--- src/rtl/mac_feeder.sv ---
// Packs (attr, coeff) byte beats into 3-lane words, launches the MAC and returns its result.
// Optional MAC_FEEDER_ACCUM_EN: sum per-word results (saturating) and return one per vector.
module mac_feeder #(
    parameter int unsigned ATTR_WIDTH      = 24,
    parameter int unsigned RAM1_DATA_WIDTH = 24,
    parameter int unsigned LANE_W          = 8,
    parameter int unsigned ACC_WIDTH       = 20,
    parameter int unsigned MAC_LAT         = 4
) (
    input  logic                       clk,
    input  logic                       rst_in,
    input  logic                       s_valid,
    output logic                       s_ready,
    input  logic [LANE_W-1:0]          s_attr,
    input  logic [LANE_W-1:0]          s_coeff,
    input  logic                       s_last,
    output logic [ATTR_WIDTH-1:0]      mac_attr,
    output logic [RAM1_DATA_WIDTH-1:0] mac_coeff,
    output logic                       mac_start,
    input  logic [ACC_WIDTH-1:0]       mac_acc,
    output logic                       res_valid,
    input  logic                       res_ready,
    output logic [ACC_WIDTH-1:0]       res_data,
    output logic                       res_last
);

    typedef enum logic [2:0] {StFill, StLaunch, StWait, StCapture, StHold} state_e;

    localparam int unsigned CntW = (MAC_LAT > 2) ? $clog2(MAC_LAT) : 1;
    localparam logic [CntW-1:0] CntLast = CntW'(MAC_LAT - 2);

    state_e                     state_q, state_d;
    logic [1:0]                 lane_idx_q, lane_idx_d;
    logic [CntW-1:0]            cnt_q, cnt_d;
    logic                       last_q, last_d;
    logic [ATTR_WIDTH-1:0]      attr_q, attr_d;
    logic [RAM1_DATA_WIDTH-1:0] coeff_q, coeff_d;
    logic                       s_ready_q, s_ready_d;
    logic                       mac_start_q, mac_start_d;
    logic                       res_valid_q, res_valid_d;
    logic [ACC_WIDTH-1:0]       res_data_q, res_data_d;
    logic                       res_last_q, res_last_d;
    int unsigned                attr_base, coeff_base;

`ifdef MAC_FEEDER_ACCUM_EN
    localparam logic [ACC_WIDTH:0] AccMax = {1'b0, {ACC_WIDTH{1'b1}}};
    logic [ACC_WIDTH:0] sum_q, sum_d, sum_raw, sum_sat;
`endif

    always_comb begin
        state_d     = state_q;
        lane_idx_d  = lane_idx_q;
        cnt_d       = cnt_q;
        last_d      = last_q;
        attr_d      = attr_q;
        coeff_d     = coeff_q;
        s_ready_d   = s_ready_q;
        mac_start_d = 1'b0;
        res_valid_d = res_valid_q;
        res_data_d  = res_data_q;
        res_last_d  = res_last_q;
        // Lanes fill MSB-first: beat 0 lands in the top byte.
        attr_base   = ATTR_WIDTH - 1 - 32'(lane_idx_q) * LANE_W;
        coeff_base  = RAM1_DATA_WIDTH - 1 - 32'(lane_idx_q) * LANE_W;
`ifdef MAC_FEEDER_ACCUM_EN
        sum_d   = sum_q;
        sum_raw = sum_q + {1'b0, mac_acc};
        sum_sat = (sum_raw > AccMax) ? AccMax : sum_raw;
`endif
        unique case (state_q)
            StFill: begin
                if (s_valid && s_ready_q) begin
                    if (lane_idx_q == 2'd0) begin
                        attr_d  = '0;
                        coeff_d = '0;
                    end
                    attr_d[attr_base -: LANE_W]   = s_attr;
                    coeff_d[coeff_base -: LANE_W] = s_coeff;
                    if (s_last || lane_idx_q == 2'd2) begin
                        lane_idx_d  = 2'd0;
                        last_d      = s_last;
                        s_ready_d   = 1'b0;
                        mac_start_d = 1'b1;
                        state_d     = StLaunch;
                    end else begin
                        lane_idx_d = lane_idx_q + 2'd1;
                    end
                end
            end
            StLaunch: begin
                cnt_d   = '0;
                state_d = StWait;
            end
            StWait: begin
                if (cnt_q == CntLast) begin
                    cnt_d   = '0;
                    state_d = StCapture;
                end else begin
                    cnt_d = cnt_q + 1'b1;
                end
            end
            StCapture: begin
`ifdef MAC_FEEDER_ACCUM_EN
                sum_d = sum_sat;
                if (last_q) begin
                    res_data_d  = sum_sat[ACC_WIDTH-1:0];
                    res_last_d  = 1'b1;
                    res_valid_d = 1'b1;
                    state_d     = StHold;
                end else begin
                    s_ready_d = 1'b1;
                    state_d   = StFill;
                end
`else
                res_data_d  = mac_acc;
                res_last_d  = last_q;
                res_valid_d = 1'b1;
                state_d     = StHold;
`endif
            end
            StHold: begin
                if (res_ready) begin
                    res_valid_d = 1'b0;
                    s_ready_d   = 1'b1;
                    state_d     = StFill;
`ifdef MAC_FEEDER_ACCUM_EN
                    sum_d = '0;
`endif
                end
            end
            default: state_d = StFill;
        endcase
    end

    always_ff @(posedge clk or posedge rst_in) begin
        if (rst_in) begin
            state_q     <= StFill;
            lane_idx_q  <= 2'd0;
            cnt_q       <= '0;
            last_q      <= 1'b0;
            attr_q      <= '0;
            coeff_q     <= '0;
            s_ready_q   <= 1'b1;
            mac_start_q <= 1'b0;
            res_valid_q <= 1'b0;
            res_data_q  <= '0;
            res_last_q  <= 1'b0;
`ifdef MAC_FEEDER_ACCUM_EN
            sum_q       <= '0;
`endif
        end else begin
            state_q     <= state_d;
            lane_idx_q  <= lane_idx_d;
            cnt_q       <= cnt_d;
            last_q      <= last_d;
            attr_q      <= attr_d;
            coeff_q     <= coeff_d;
            s_ready_q   <= s_ready_d;
            mac_start_q <= mac_start_d;
            res_valid_q <= res_valid_d;
            res_data_q  <= res_data_d;
            res_last_q  <= res_last_d;
`ifdef MAC_FEEDER_ACCUM_EN
            sum_q       <= sum_d;
`endif
        end
    end

    assign s_ready   = s_ready_q;
    assign mac_attr  = attr_q;
    assign mac_coeff = coeff_q;
    assign mac_start = mac_start_q;
    assign res_valid = res_valid_q;
    assign res_data  = res_data_q;
    assign res_last  = res_last_q;

endmodule

--- config.mk ---
export PLATFORM = sky130hd
export DESIGN_NAME = mac_feeder
export DESIGN_NICKNAME = d
export VERILOG_FILES = /design/src/rtl/mac_feeder.sv
export SDC_FILE = /design/constraint.sdc
export NUM_CORES = 1
export LEC_CHECK = 0
export ABC_AREA = 0
export CORE_ASPECT_RATIO = 1.5
export CORE_MARGIN = 2
export CORE_UTILIZATION = 44
export DETAILED_ROUTE_END_ITERATION = 10
export PLACE_DENSITY_LB_ADDON = 0.05
export SLEW_MARGIN = 5
export SYNTH_ARGS = -nofsm -noshare
export SYNTH_HDL_FRONTEND = slang
export SYNTH_SLANG_ARGS = --single-unit
--- constraint.sdc ---
create_clock -name clk -period 3.4 [get_ports clk]
set_input_delay 0.51 -clock clk [delete_from_list [all_inputs] [get_ports clk]]
set_output_delay 0.51 -clock clk [all_outputs]
set_load 0.05 [all_outputs]
==> results of run 1 <==
-- cell type report --
cell class	count	share of cell area
Tap cell	100	0.0265
Inverter	24	0.0193
Multi-Input combinational cell	133	0.237
Clock inverter	6	0.0175
Timing Repair Buffer	116	0.246
Sequential cell	80	0.424
Clock buffer	10	0.0291
-- worst paths after layout --
kind                                           start                       end  slack (ns)  depth (start not counted)
max                        lane_idx_q[0]$_DFFE_PP0P_  mac_attr[10]$_DFFE_PP0P_        0.97                          5
min                               last_q$_DFFE_PP0P_        last_q$_DFFE_PP0P_        0.49                          1
max reg2reg                lane_idx_q[0]$_DFFE_PP0P_  mac_attr[10]$_DFFE_PP0P_        0.97                          5
min reg2reg                       last_q$_DFFE_PP0P_        last_q$_DFFE_PP0P_        0.49                          1
max in group asynchronous                     rst_in       s_ready$_DFFE_PP1P_        2.14                          3
min in group asynchronous                     rst_in  res_data[15]$_DFFE_PP0P_        0.56                          2
-- per-stage QoR --
stage	power, mW	utilization	hold WS (ns)	std cells
floorplan	1.06	-	0.462	248
global placement	1.15	0.623	0.486	453
detailed placement	1.15	0.623	0.481	453
CTS	1.92	0.654	0.499	469
global route	1.97	0.654	0.522	469
finish	1.89	0.654	0.493	469
-- power groups by stage --
stage                     sequential, mW  combinational, mW  clock, mW
after floorplan                     1.03             0.0301          0
after global placement             0.987              0.163          0
after detailed placement           0.987              0.163          0
after CTS                          0.968              0.164      0.785
after global routing               0.970              0.173      0.822
final                              0.968              0.161      0.759
-- registers in the layout, indices dropped and copies added, names as in the netlist --
name / cells
state_q: 3
res_last: 1
mac_start: 1
last_q: 1
mac_attr: 24
s_ready: 1
res_valid: 1
res_data: 20
mac_coeff: 24
lane_idx_q: 2
cnt_q: 2
-- layout by cell type (no fill, tap or decap), drive strengths merged, types with 3 or more instances in the layout --
cell           Yosys  layout
nor3               3       3
o21ai              7       7
a22o              32      32
nand2             19      19
inv               24      23
dfrtp             79      79
clkinv             0       4
clkdlybuf4s50      0     112
clkbuf             3      10
ha                 5       5
nor2               4       4
nand3              3       3
a21oi              6       6
buf                8       4
mux2i             17      17
mux2              22      22
-- kinds of logic (layout without fill, tap and decap cells) --
group	after synthesis	after routing	synth area share
multiplexers	39	39	0.128
XOR/XNOR	1	1	0.00268
adder cells (fa/ha/maj)	5	5	0.0191
AO/OA/AOI/OAI	51	51	0.124
AND/OR/NAND/NOR	37	37	0.0673
flip-flops	80	80	0.612
buffers and inverters	35	156	0.0471
-- layer usage --
layer	part of all wire	routed length, µm
met1	0.42	3050
met2	0.50	3640
met3	0.067	492
met4	0.019	140
met5	0	0
-- critical path, delay by kind of cell (launching register included) --
family	cells	cell delay, ns
AOI/OAI and AO/OA	1	0.22
adders and majority gates	1	0.37
buffers and inverters	1	0.14
DFF	1	0.55
and+or+nand+nor	2	1.07
==> impl_metrics.tcl, run 1 <==
set metrics [dict create \
    gate_count_post_synth 248 \
    power.share.sequential 0.513 \
    power_leakage_nw 2.30 \
    vias 2395 \
    post-synth-top-area-cell "sky130_fd_sc_hd__dfrtp_1" \
    setup.worst_path.class "register to register" \
    postPlaceCellArea_um2 4510 \
    grt_start_max_net_pins 45 \
    final_min_period_over_clock_period 0.713 \
    cap_violations 0 \
    synth-edff-count 0 \
    place.gp.congestion 0.733 \
    finalClockSkew_ns 0.00304 \
    power.ir.vdd_worst_mv 0.321 \
    route.detailed.vias_per_inst 5.11 \
    met3_track_demand_over_resource 0.0513 \
    min_path_type "register to register" \
    crit_path_max_incr_delay_ns 0.55 \
    cp_cell_sequence "inv_1 -> ha_1 -> or4b_4 -> nor3_4 -> a22o_1" \
    worstMarginPinSlew_ns 1.25 \
    seqCellArea_um2 2000 \
    synthesis.nets 294 \
    all_layer_global_routing_usage 0.195 \
    worst_ep_required_time_ns 3.68 \
    timing.critical_path.arrival_ns 2.71 \
    rows 38 \
    post_synth_instance_area_um2 3270 \
    multi_input_comb_area_um2 1120 \
    ys.warnings.count 0 \
    worst_slack_after_detailed_placement_ns 0.975 \
    swShare 0.224 \
    grt_pass1_vias 2459 \
    hold_viol_final 0 \
    fill_cells 589 \
    detail_route.wirelength_um 7320 \
    drv_slew 0 \
    total_of_flip_flops_plus_latches_after_synthesis 80 \
    pin_count 113 \
    grt_setup_unrepaired "no" \
    worstPathMaxFanout 16 \
    place.port_buffers 112 \
    ys_seq_area_frac 0.612 \
    tns_ns 0 \
    numCtsBuffers 9 \
    met1_usage 0.242 \
    cts-root-buf "sky130_fd_sc_hd__clkbuf_8" \
    cts.path.max_buffers 2 \
    post_cts_resized 0 \
    first_iter_violations 137 \
    drt_pass1_iterations 4 \
    yosys-top-cells-area "sky130_fd_sc_hd__dfrtp_1 60%, sky130_fd_sc_hd__mux2_2 7.6%, sky130_fd_sc_hd__a22o_1 6.2%" \
    insertion_delay_ns 0.35 \
    post_cts_hold_buffer_count 0 \
    postSynthAreaPerCell_um2 13.2 \
    p_comb_frac 0.085 \
    die_width_um 74.4 \
    initial_core_utilization 0.453 \
    final_setup_vio_count 0 \
    grt_util_met2 0.315 \
    tritoncts_num_sinks 80 \
    share_of_post_route_cells_with_drive_strength_above_1 0.160 \
    power.density_nw_per_um2 400 \
    postRouteAntennaNets 0 \
    synth.lib_cells_used.distinct 33 \
    net-switching-power_mw 0.423 \
    endpoint_kind "register" \
    clkPwrFrac 0.402 \
    most_frequent_cells_after_synthesis "79 x sky130_fd_sc_hd__dfrtp_1, 24 x sky130_fd_sc_hd__inv_1, 23 x sky130_fd_sc_hd__a22o_1, 22 x sky130_fd_sc_hd__mux2_2, 19 x sky130_fd_sc_hd__nand2_1" \
    grt-busiest-layer "met2" \
    grt-ovfl-total 0 \
    place_hpwl_um 5120 \
    fmaxAchievable_mhz 412 \
    timing.final.ws_setup_ns 0.975 \
    yosys.cell_count.top_type "sky130_fd_sc_hd__dfrtp_1" \
    timing.slew.headroom 0.163 \
    final_period_minus_worst_setup_slack_ns 2.43 \
    core_region_area_um2 7230 \
    nets_final 410 \
    final_area_um2 4730 \
    clkTransAtPathRegs_ns 0.07 \
    antenna-diode-count 0 \
    antenna_found_initial 0 \
    grt_pass1_wl_um 12000 \
    area_delta_synth_final_pct 44.5 \
    wl_per_cell_um 15.6 \
    cellInternalPower_mw 1.47 \
    htreeDepth 3 \
    run_status "completed" \
    die_ar_um2 8150 \
    post_cts.repair.setup_buffers 0 \
    dominantRegCellSynth "sky130_fd_sc_hd__dfrtp_1" \
    timing.critical_path.from_type "register" \
    synth_top_cell_area_share 0.604 \
    share_of_flip_flops_with_an_asynchronous_set_or_reset_after_synthesis 1.00 \
    cts_tree "yes" \
    post-route-drc-count 0 \
    die_height_um 110 \
    cpMaxStageDelayCell "sky130_fd_sc_hd__dfrtp_1" \
]
(Power assumes the default switching activity.)
==> run 2, diff against run 1 <==
==> constraint.sdc (replaced) <==
create_clock -name clk -period 2.3 [get_ports clk]
set_input_delay 0.345 -clock clk [delete_from_list [all_inputs] [get_ports clk]]
set_output_delay 0.345 -clock clk [all_outputs]
set_load 0.05 [all_outputs]
==> impl_metrics.tcl, run 2 (same netlist as run 1, synthesis figures left out) <==
set metrics [dict create \
    endpoint_kind "output pin" \
    reg2regPathDepth 6 \
    crit_family "buffers and inverters" \
    final_min_period_over_clock_period 0.902 \
    crit_path_max_incr_delay_ns 0.81 \
    dpl.cell_count 461 \
    postPlaceCellArea_um2 4570 \
    worstPathBufferInverterCount 1 \
    first_iter_violations 157 \
    fmaxAchievable_mhz 482 \
    route.detailed.vias_per_inst 4.92 \
    power.density_nw_per_um2 594 \
    cpMaxStageDelayCell "sky130_fd_sc_hd__clkdlybuf4s50_1" \
    grt_setup_unrepaired "no" \
    power_leakage_nw 2.34 \
    worst_ep_required_time_ns 1.96 \
    die_ar_um2 8150 \
    rows 38 \
    tns_ns 0 \
    critical_path.reg2reg.startpoint "lane_idx_q[1]$_DFFE_PP0P_" \
    cap_violations 0 \
    power.ir.vdd_worst_mv 0.411 \
    grt_pass1_wl_um 12200 \
    finalClockSkew_ns 0.00485 \
    cts_tree "yes" \
    fill_cells 585 \
    post_cts.repair.setup_buffers 0 \
    setup.worst_path.class "register to output pin" \
    place.gp.congestion 0.742 \
    final_area_um2 4800 \
    wl_per_cell_um 15.3 \
    die_height_um 110 \
    timing.critical_path.from_type "register" \
    worstPathMaxFanout 5 \
    grt_start_max_net_pins 81 \
    timing.critical_path.arrival_ns 1.73 \
    tritoncts_num_sinks 80 \
    antenna_found_initial 0 \
    post_cts_hold_buffer_count 0 \
    cts.path.max_buffers 2 \
    post_cts_resized 0 \
    drv_slew 0 \
    final_setup_vio_count 0 \
    worstMarginPinSlew_ns 0.531 \
    final_period_minus_worst_setup_slack_ns 2.07 \
    hold_viol_final 0 \
    grt_pass1_vias 2464 \
    timing.slew.headroom 0.645 \
    place.port_buffers 112 \
    postRouteAntennaNets 0 \
    die_width_um 74.4 \
    vias 2349 \
    share_of_post_route_cells_with_drive_strength_above_1 0.178 \
    grt-ovfl-total 0 \
    core_region_area_um2 7230 \
    numCtsBuffers 9 \
    post-route-drc-count 0 \
    place_hpwl_um 5180 \
    drt_pass1_iterations 5 \
    pin_count 113 \
    all_layer_global_routing_usage 0.199 \
    final_common_cell "sky130_fd_sc_hd__clkdlybuf4s50_1" \
    cp_cell_sequence "clkdlybuf4s50_1" \
    mostFrequentLayoutCells "112 x sky130_fd_sc_hd__clkdlybuf4s50_1, 79 x sky130_fd_sc_hd__dfrtp_1, 23 x sky130_fd_sc_hd__inv_1, 23 x sky130_fd_sc_hd__a22o_1, 22 x sky130_fd_sc_hd__mux2_2" \
    reg2reg_setup_slack_ns 0.25 \
    antenna-diode-count 0 \
    area_delta_synth_final_pct 46.7 \
    detail_route.wirelength_um 7310 \
    insertion_delay_ns 0.35 \
    initial_core_utilization 0.453 \
    r2r_end "mac_coeff[4]$_DFFE_PP0P_" \
    clkTransAtPathRegs_ns 0.08 \
    htreeDepth 3 \
    cts-root-buf "sky130_fd_sc_hd__clkbuf_8" \
    min_path_type "input port to asynchronous set/reset pin" \
    nets_final 418 \
    layoutNonFillerInstCount 477 \
    run_status "completed" \
]
[run 2: metrics by stage]
stage	setup WS [ns]	hold slack, ns	util	power, mW
2_1_floorplan	0.172	0.440	-	1.57
3_3_place_gp	0.325	0.486	0.632	1.70
3_5_place_dp	0.250	0.489	0.632	1.70
4_1_cts	0.200	0.468	0.664	2.88
5_1_grt	0.132	0.502	0.664	2.95
6_report	0.226	0.446	0.664	2.85
[run 2: worst max path at each step]
stage	cells after the start	end	slack, ns	start
floorplan	6	mac_attr[0]$_DFFE_PP0P_	0.17	lane_idx_q[0]$_DFFE_PP0P_
global placement	6	mac_attr[3]$_DFFE_PP0P_	0.32	lane_idx_q[1]$_DFFE_PP0P_
detailed placement	6	mac_attr[5]$_DFFE_PP0P_	0.25	lane_idx_q[1]$_DFFE_PP0P_
CTS	1	s_ready	0.20	s_ready$_DFFE_PP1P_
global route	6	mac_coeff[4]$_DFFE_PP0P_	0.13	lane_idx_q[1]$_DFFE_PP0P_
finish	1	s_ready	0.23	s_ready$_DFFE_PP1P_
[run 2: area by class of cell]
cell class / count / area [µm²] / area share
clock buffer: 11 / 151 / 0.0316
clock inverter: 5 / 78.8 / 0.0164
inverter: 24 / 93.8 / 0.0196
multi-input combinational: 133 / 1120 / 0.234
sequential: 80 / 2000 / 0.417
tap: 100 / 125 / 0.0261
timing repair buffer: 124 / 1220 / 0.255
[run 2: report_power, final]
group	total (mW)	switching (mW)	internal [mW]
clock	1.18	0.512	0.669
combinational	0.239	0.129	0.109
sequential	1.43	0.00848	1.42
total	2.85	0.650	2.20
[run 2: layer usage]
layer,global-route usage,up-vias,share of wire
met5,0,-,0
met3,0.0632,9,0.065
li1,-,1120,-
met1,0.250,1139,0.41
met2,0.314,81,0.51
met4,0.0842,0,0.012
==> run 3, diff against run 2 <==
--- a/config.mk
+++ b/config.mk
@@ -6,9 +6,10 @@
 export NUM_CORES = 1
 export LEC_CHECK = 0
 export ABC_AREA = 0
+export CAP_MARGIN = 20
 export CORE_ASPECT_RATIO = 1.5
 export CORE_MARGIN = 2
-export CORE_UTILIZATION = 44
+export CORE_UTILIZATION = 25
 export DETAILED_ROUTE_END_ITERATION = 10
 export PLACE_DENSITY_LB_ADDON = 0.05
 export SLEW_MARGIN = 5
==> impl_metrics.tcl, run 3 (same netlist as run 1, synthesis figures left out) <==
set metrics [dict create \
    run_status "completed" \
    route.detailed.vias_per_inst 4.55 \
    all_layer_global_routing_usage 0.134 \
    htreeDepth 3 \
    final_setup_vio_count 0 \
    cp-startpoint "lane_idx_q[0]$_DFFE_PP0P_" \
    first_iter_violations 33 \
    crit_path_max_incr_delay_ns 0.52 \
    post_cts.repair.setup_buffers 0 \
    cap_violations 0 \
    initial_core_utilization 0.254 \
    power.share.sequential 0.470 \
    timing.critical_path.from_type "register" \
    vias 2436 \
    post_cts_resized 0 \
    tns_ns 0 \
    clkPwrFrac 0.450 \
    drt_pass1_iterations 4 \
    grt_start_max_net_pins 81 \
    reg2reg_setup_slack_ns 0.20 \
    die_width_um 97.4 \
    r2r_end "mac_attr[5]$_DFFE_PP0P_" \
    fmaxAchievable_mhz 475 \
    rows 51 \
    place.gp.congestion 0.703 \
    final.hold.worst_slack_ns 0.457 \
    final_period_minus_worst_setup_slack_ns 2.10 \
    fin_util 0.382 \
    grt_setup_unrepaired "no" \
    finalClockSkew_ns 0.00710 \
    cp_cell_sequence "inv_1 -> ha_1 -> or4b_4 -> nor4b_4 -> buf_4 -> a22o_2" \
    core_region_area_um2 12900 \
    cts.path.max_buffers 2 \
    grt-ovfl-total 0 \
    drv_slew 0 \
    area_delta_synth_final_pct 50.4 \
    numCtsBuffers 9 \
    mostFrequentLayoutCells "112 x sky130_fd_sc_hd__clkdlybuf4s50_1, 79 x sky130_fd_sc_hd__dfrtp_1, 23 x sky130_fd_sc_hd__inv_1, 23 x sky130_fd_sc_hd__a22o_1, 22 x sky130_fd_sc_hd__mux2_2" \
    critPathCapture "mac_attr[5]$_DFFE_PP0P_" \
    wl_per_cell_um 16.9 \
    net-switching-power_mw 0.725 \
    cts-root-buf "sky130_fd_sc_hd__clkbuf_16" \
    post_cts_hold_buffer_count 0 \
    finalPower_mw 3.05 \
    die_height_um 144 \
    worst_ep_required_time_ns 2.57 \
    timing.critical_path.arrival_ns 2.38 \
    clkTransAtPathRegs_ns 0.06 \
    die_ar_um2 14000 \
    cts_tree "yes" \
    nets_final 417 \
    place.port_buffers 112 \
    min_path_type "input port to asynchronous set/reset pin" \
    setup.worst_path.class "register to register" \
    detail_route.wirelength_um 9020 \
    power.density_nw_per_um2 620 \
    critical_path.reg2reg.startpoint "lane_idx_q[0]$_DFFE_PP0P_" \
    power_leakage_nw 2.35 \
    postPlaceCellArea_um2 4630 \
    timing.slew.headroom 0.634 \
    post-route-drc-count 0 \
    swShare 0.238 \
    antenna_found_initial 0 \
    postRouteAntennaNets 0 \
    final_area_um2 4920 \
    hold_viol_final 0 \
    insertion_delay_ns 0.33 \
    antenna-diode-count 0 \
    final_common_cell "sky130_fd_sc_hd__clkdlybuf4s50_1" \
    share_of_post_route_cells_with_drive_strength_above_1 0.173 \
    power.ir.vdd_worst_mv 0.329 \
    p_comb_frac 0.080 \
    endpoint_kind "register" \
    place_hpwl_um 6200 \
    grt_pass1_vias 2589 \
    worstPathMaxFanout 16 \
    pin_count 113 \
    tritoncts_num_sinks 80 \
    cellInternalPower_mw 2.33 \
    grt_pass1_wl_um 14500 \
    final_min_period_over_clock_period 0.915 \
    cpMaxStageDelayCell "sky130_fd_sc_hd__or4b_4" \
    reg2regPathDepth 6 \
    worstMarginPinSlew_ns 0.547 \
]
run 3: worst min-delay path by stage:
stage	from	to
2_1_floorplan	res_ready	state_q[2]$_DFFE_PP0P_
3_3_place_gp	res_data[12]$_DFFE_PP0P_	res_data[12]$_DFFE_PP0P_
3_5_place_dp	last_q$_DFFE_PP0P_	last_q$_DFFE_PP0P_
4_1_cts	rst_in	mac_attr[20]$_DFFE_PP0P_
5_1_grt	res_data[7]$_DFFE_PP0P_	res_data[7]$_DFFE_PP0P_
6_report	rst_in	res_data[11]$_DFFE_PP0P_
run 3: cell type report:
type | instances | area (µm²)
fillers | 1283 | 7970
flip-flops and latches | 80 | 2000
repair buffers | 123 | 1220
multi-input cells | 133 | 1120
clock buffers | 12 | 256
well taps | 159 | 199
inverters | 24 | 93.8
clock inverters | 4 | 28.8
run 3: per-stage QoR:
stage,cells,setup WS [ns]
after global routing,535,0.0229
after floorplan,248,0.172
after CTS,535,0.176
after global placement,519,0.250
final,535,0.195
after detailed placement,519,0.186
run 3: power by group through the flow:
stage / combinational (mW) / sequential [mW] / clock (mW)
2_1_floorplan: 0.0449 / 1.52 / 0
3_3_place_gp: 0.249 / 1.46 / 0
3_5_place_dp: 0.249 / 1.46 / 0
4_1_cts: 0.250 / 1.43 / 1.42
5_1_grt: 0.263 / 1.43 / 1.49
6_report: 0.244 / 1.43 / 1.37
run 3: routing by layer:
metal / wire (µm) / up-vias / global-route usage
met5: 0 / - / 0
met4: 140 / 0 / 0.0526
met3: 596 / 10 / 0.0440
met2: 4310 / 80 / 0.214
met1: 3970 / 1230 / 0.170
li1: - / 1116 / -
run 3: critical path: cells and delay by family, from the launching register on:
family / cells / cell delay [ns]
compound gates: 1 / 0.16
fa+ha+maj: 1 / 0.36
buf+inv: 2 / 0.36
flops: 1 / 0.42
simple gates: 2 / 0.73
